<file path="src/rtl/uart_tx_arbiter.sv">
// uart_tx_arbiter: shares one uart_core_tx among NUM_REQ byte requesters.
// Round-robin per packet, optional packet lock with idle timeout.
//
// Ports:
//   clk, rst                 clock, async active-high reset
//   req_valid/data/last      per-requester byte request (data lane i at [8*i+:8])
//   req_done                 1-cycle completion pulse for the granted requester
//   grant_id, lock_act, busy arbiter status
//   core_en, core_data       registered request toward uart_core_tx
//   core_busy, core_ack      status back from uart_core_tx
module uart_tx_arbiter #(
  parameter int NUM_REQ      = 4,
  parameter int REQ_ID_WIDTH = 2,
  parameter bit LOCK_EN      = 1'b1,
  parameter int LOCK_TIMEOUT = 255
) (
  input  logic                    clk,
  input  logic                    rst,
  input  logic [NUM_REQ-1:0]      req_valid,
  input  logic [8*NUM_REQ-1:0]    req_data,
  input  logic [NUM_REQ-1:0]      req_last,
  output logic [NUM_REQ-1:0]      req_done,
  output logic [REQ_ID_WIDTH-1:0] grant_id,
  output logic                    lock_act,
  output logic                    busy,
  output logic                    core_en,
  output logic [7:0]              core_data,
  input  logic                    core_busy,
  input  logic                    core_ack
);

  localparam int TW = (LOCK_TIMEOUT > 255) ? 16 : 8;
  localparam logic [TW-1:0] TO   = TW'(LOCK_TIMEOUT);
  localparam logic [TW-1:0] TMAX = '1;
  localparam int CW = REQ_ID_WIDTH + 1;
  localparam logic [REQ_ID_WIDTH-1:0] LAST_ID =
    REQ_ID_WIDTH'(NUM_REQ - 1);

  localparam logic [1:0] S_IDLE  = 2'd0;
  localparam logic [1:0] S_ISSUE = 2'd1;
  localparam logic [1:0] S_WAIT  = 2'd2;
  localparam logic [1:0] S_DONE  = 2'd3;

  logic [1:0]              state_q, state_d;
  logic [REQ_ID_WIDTH-1:0] grant_q, grant_d;
  logic [REQ_ID_WIDTH-1:0] rr_q, rr_d;
  logic [7:0]              data_q, data_d;
  logic                    last_q, last_d;
  logic                    lock_q, lock_d;
  logic                    en_q, en_d;
  logic [NUM_REQ-1:0]      done_q, done_d;
  logic [TW-1:0]           timer_q, timer_d;

  logic [7:0]              lane [NUM_REQ];
  logic                    pick_vld;
  logic [REQ_ID_WIDTH-1:0] pick_id;
  logic [REQ_ID_WIDTH-1:0] sel_id;
  logic [REQ_ID_WIDTH-1:0] grant_nxt;
  logic [CW-1:0]           cand;
  logic                    issue;

  always_comb begin
    for (int i = 0; i < NUM_REQ; i++) begin
      lane[i] = req_data[8*i +: 8];
    end
  end

  // First valid requester at or after rr_q, wrapping. Scanning from
  // the far end lets the nearest candidate overwrite the others.
  always_comb begin
    pick_vld = 1'b0;
    pick_id  = '0;
    cand     = '0;
    for (int k = NUM_REQ - 1; k >= 0; k--) begin
      cand = {1'b0, rr_q} + CW'(k);
      if (cand >= CW'(NUM_REQ)) begin
        cand = cand - CW'(NUM_REQ);
      end
      if (req_valid[cand[REQ_ID_WIDTH-1:0]]) begin
        pick_vld = 1'b1;
        pick_id  = cand[REQ_ID_WIDTH-1:0];
      end
    end
  end

  // While locked only the lock owner may be served.
  assign sel_id    = lock_q ? grant_q : pick_id;
  assign issue     = lock_q ? req_valid[grant_q] : pick_vld;
  assign grant_nxt = (grant_q == LAST_ID) ? '0 : grant_q + 1'b1;

  always_comb begin
    state_d = state_q;
    grant_d = grant_q;
    rr_d    = rr_q;
    data_d  = data_q;
    last_d  = last_q;
    lock_d  = lock_q;
    en_d    = en_q;
    done_d  = '0;
    timer_d = timer_q;
    unique case (state_q)
      S_IDLE: begin
        if (issue && !core_busy) begin
          grant_d = sel_id;
          data_d  = lane[sel_id];
          last_d  = req_last[sel_id];
          en_d    = 1'b1;
          state_d = S_ISSUE;
        end else if (lock_q && !issue) begin
          if (LOCK_TIMEOUT != 0 && timer_q == TO) begin
            lock_d  = 1'b0;
            rr_d    = grant_nxt;
            timer_d = '0;
          end else if (timer_q != TMAX) begin
            timer_d = timer_q + 1'b1;
          end
        end
      end
      S_ISSUE: begin
        if (core_busy) begin
          en_d    = 1'b0;
          state_d = S_WAIT;
        end
      end
      S_WAIT: begin
        if (core_ack) begin
          done_d[grant_q] = 1'b1;
          state_d         = S_DONE;
        end
      end
      default: begin
        if (LOCK_EN && !last_q) begin
          lock_d  = 1'b1;
          timer_d = '0;
        end else begin
          lock_d = 1'b0;
          rr_d   = grant_nxt;
        end
        state_d = S_IDLE;
      end
    endcase
  end

  always_ff @(posedge clk or posedge rst) begin
    if (rst) begin
      state_q <= S_IDLE;
      grant_q <= '0;
      rr_q    <= '0;
      data_q  <= '0;
      last_q  <= 1'b0;
      lock_q  <= 1'b0;
      en_q    <= 1'b0;
      done_q  <= '0;
      timer_q <= '0;
    end else begin
      state_q <= state_d;
      grant_q <= grant_d;
      rr_q    <= rr_d;
      data_q  <= data_d;
      last_q  <= last_d;
      lock_q  <= lock_d;
      en_q    <= en_d;
      done_q  <= done_d;
      timer_q <= timer_d;
    end
  end

  assign req_done  = done_q;
  assign grant_id  = grant_q;
  assign lock_act  = lock_q;
  assign busy      = (state_q != S_IDLE);
  assign core_en   = en_q;
  assign core_data = data_q;

endmodule

</file>
<file path="config.mk">
export PLATFORM = sky130hd
export DESIGN_NAME = uart_tx_arbiter
export DESIGN_NICKNAME = d
export VERILOG_FILES = /design/src/rtl/uart_tx_arbiter.sv
export SDC_FILE = /design/constraint.sdc
export NUM_CORES = 1
export LEC_CHECK = 0
export CORE_MARGIN = 2
export CORE_UTILIZATION = 51
export DETAILED_ROUTE_END_ITERATION = 8
export HOLD_SLACK_MARGIN = 0.15
export PLACE_DENSITY = 0.86
export SYNTH_ARGS = -nofsm -noshare
export SYNTH_HDL_FRONTEND = slang
export SYNTH_SLANG_ARGS = --single-unit
</file>
<file path="constraint.sdc">
create_clock -name clk -period 3.1 [get_ports clk]
set_input_delay 0.775 -clock clk [delete_from_list [all_inputs] [get_ports clk]]
set_output_delay 0.775 -clock clk [all_outputs]
set_load 0.05 [all_outputs]
</file>
==> out/metrics.cfg <==
[power]
clockPowerShare_pct=12.0
power_leakage_nw=1.092
total_power_mw=2.564
p_comb_share_pct=63.5
p_per_area_nw_per_um2=944.9
vdd_drop_max_uv=564.4
p_sw_mw=1.282
p_int_mw=1.283
pwr-share-seq_pct=24.4
sw_frac_of_total_pct=49.97

[layout]
final_common_cell=clkdlybuf4s50_1
fill_cells=308
final_cell_mix=clkdlybuf4s50_1, dfrtp_1, a211oi_1
fin_area_um2=2714
syn_to_final_growth_pct=36.67
layout-drive-gt1-share_pct=11.03
nNetsFinal=315
num_antenna_cells=0

[timing]
max_freq_ghz=0.3547
layout_worst_path_cycle_share_pct=90.95
tightest_slew_ns=0.5172
min_period_ns=2.819
tns_ns=0
finalHoldViolations=0
maxSlewHeadroom_pct=65.41
grt_setup_unrepaired=no
finClkSkew_ns=0.004384
holdWs_ns=0.4797
setup_viol=0
slew_viol_final=0

[clock_tree]
clk_latency_ns=0.28
postCtsSetupBuffers=0
clk_pin_slew_ns=0.07
cts_resized=0
clock-sinks=29
cts_tree=built
htree_levels=2
cts-root-buf=clkbuf_8
cts_buffers=5
cts_hold_buffers=0
max-clock-path-buffers=2

[placed_design]
hpwl_mm=3.589
portBuffers=60
place_area_um2=2628
gp_congestion=0.7940

[worst_setup_path]
r2r-end=rr_q[1]
cp-start-kind=register
cp-end-kind=output pin
worstSetupPathType=reg2out
reg2reg_from=grant_id[1]
arrival_ns=2.04
required_ns=2.32
rrSetupSlack_ns=0.91
path_max_fanout=6
reg2reg_depth=5

[synth]
synthAdderAreaFrac_pct=5.671
synth_compound_area_share_pct=22.50
synth_warnings=0
synth-simple-area-share_pct=21.05
syn-mean-instance-area_um2=9.879
yosysTopAreaCell=dfrtp_1
async_flop_share_pct=100.0
synth_top_family_by_area=compound AO/OA/AOI/OAI gates
synthCells=201
synth_cell_types=51
synth-xor-area-share_pct=2.205
synth_edf_count=0
yosysSeqAreaShare_pct=36.55
ys.flop_type=dfrtp_1
synthTopCellsByArea=dfrtp_1, a211oi_1, nor3b_1
syn_area_um2=1986
synth_nets=254
synthMuxAreaShare_pct=5.986
synth_top_cell_area_share_pct=36.55
ys_seq_elements=29

[worst_hold_path]
min_to=core_data[3]
worstHoldPathType=reg2reg
min_from=core_data[3]
holdPathStages=2

[drt]
first_pass_iters=4
ant_nets=0
routedWlPerCell_um=15.25
routed_via_density=5.695
wl_mm=4.743
drtIter0Drc=66
vias=1771
drc=0

[floorplanning]
core_area_um2=3689
die_height_um=66.40
die_area_um2=4408
die_w_um=66.40
num_io_pins=61
start_util_pct=53.83
rows=22

[global_route]
grt.overflow.total=0
grt_max_degree=30
antenna_found_initial=0
grt_pass1_vias=1717
grtUsageTotal_pct=23.93
grt_first_pass_wirelength_mm=7.976

[run]
maxCapViolations=0

[outcome]
status=finished clean

==> power groups by stage <==
stage | Clock, mW | Combinational (mW) | Sequential (mW)
floorplan | 0 | 0.942 | 0.859
detailed placement | 0 | 1.63 | 0.633
global route | 0.335 | 1.74 | 0.650
global placement | 0 | 1.59 | 0.628
CTS | 0.315 | 1.63 | 0.628
finish | 0.309 | 1.63 | 0.627
==> synth_stat cells (all sizes together), types with 4 or more instances <==
master and count:
dfrtp 29, a211oi 21, nor3b 19, nand2 17
buf 11, inv 11, ha 9, o31ai 9
nor2 8, nand3 5, xnor2 5, and3 4
mux2i 4, nor2b 4, o21ai 4
==> metal layers <==
layer,GRT usage [%],routed length [um],part of all wire [%]
met1,29.42,2089,44
met5,0,0,0
met4,8.929,74,1.6
met2,39.25,2240,47
met3,7.325,338,7.1
==> cells by family after synthesis <==
| family | Yosys count |
|---|---|
| fa+ha+maj | 9 |
| compound gates | 55 |
| mux | 9 |
| flops | 29 |
| simple gates | 69 |
| buf+inv | 25 |
| xor+xnor | 5 |
==> stage by stage <==
| step | cells | worst slack (ns) | utilization [%] |
|---|---|---|---|
| 2_1_floorplan | 201 | 0.6847 | - |
| 3_5_place_dp | 303 | 0.1592 | 71.23 |
| 5_1_grt | 311 | 0.2109 | 73.58 |
| 3_3_place_gp | 303 | 0.2067 | 71.23 |
| 6_report | 311 | 0.2807 | 73.58 |
| 4_1_cts | 311 | 0.2613 | 73.58 |
==> worst max path at each step <==
stage	start	endpoint	slack (ns)	cells after the start
2_1_floorplan	req_valid[3]	rr_q[0]	0.68	6
3_3_place_gp	req_valid[2]	rr_q[1]	0.21	6
3_5_place_dp	req_valid[2]	rr_q[1]	0.16	6
4_1_cts	state_q[0]	busy	0.26	4
5_1_grt	state_q[0]	busy	0.21	4
6_report	state_q[0]	busy	0.28	4
==> area by class of cell <==
cell class / instances / area [um2] / share of cell area, %
Tap cell: 48 / 60.06 / 2.213
Inverter: 11 / 41.29 / 1.521
Sequential cell: 29 / 725.7 / 26.74
Clock buffer: 5 / 68.82 / 2.536
Multi-Input combinational cell: 147 / 1140 / 42.00
Timing Repair Buffer: 68 / 660.6 / 24.34
Clock inverter: 3 / 17.52 / 0.6455
==> critical path: stages (launching register included) <==
cell	delay, ns
dfrtp_1	0.38
inv_1	0.09
ha_1	0.29
inv_1	0.17
clkdlybuf4s50_1	0.82
==> flip-flops by register name (all words and copies together) (netlist names) <==
register   count
core_en        1
grant_id       2
timer_q        8
core_data      8
req_done       4
last_q         1
rr_q           2
lock_act       1
state_q        2
Note: power is estimated with default switching activity, not from simulation.
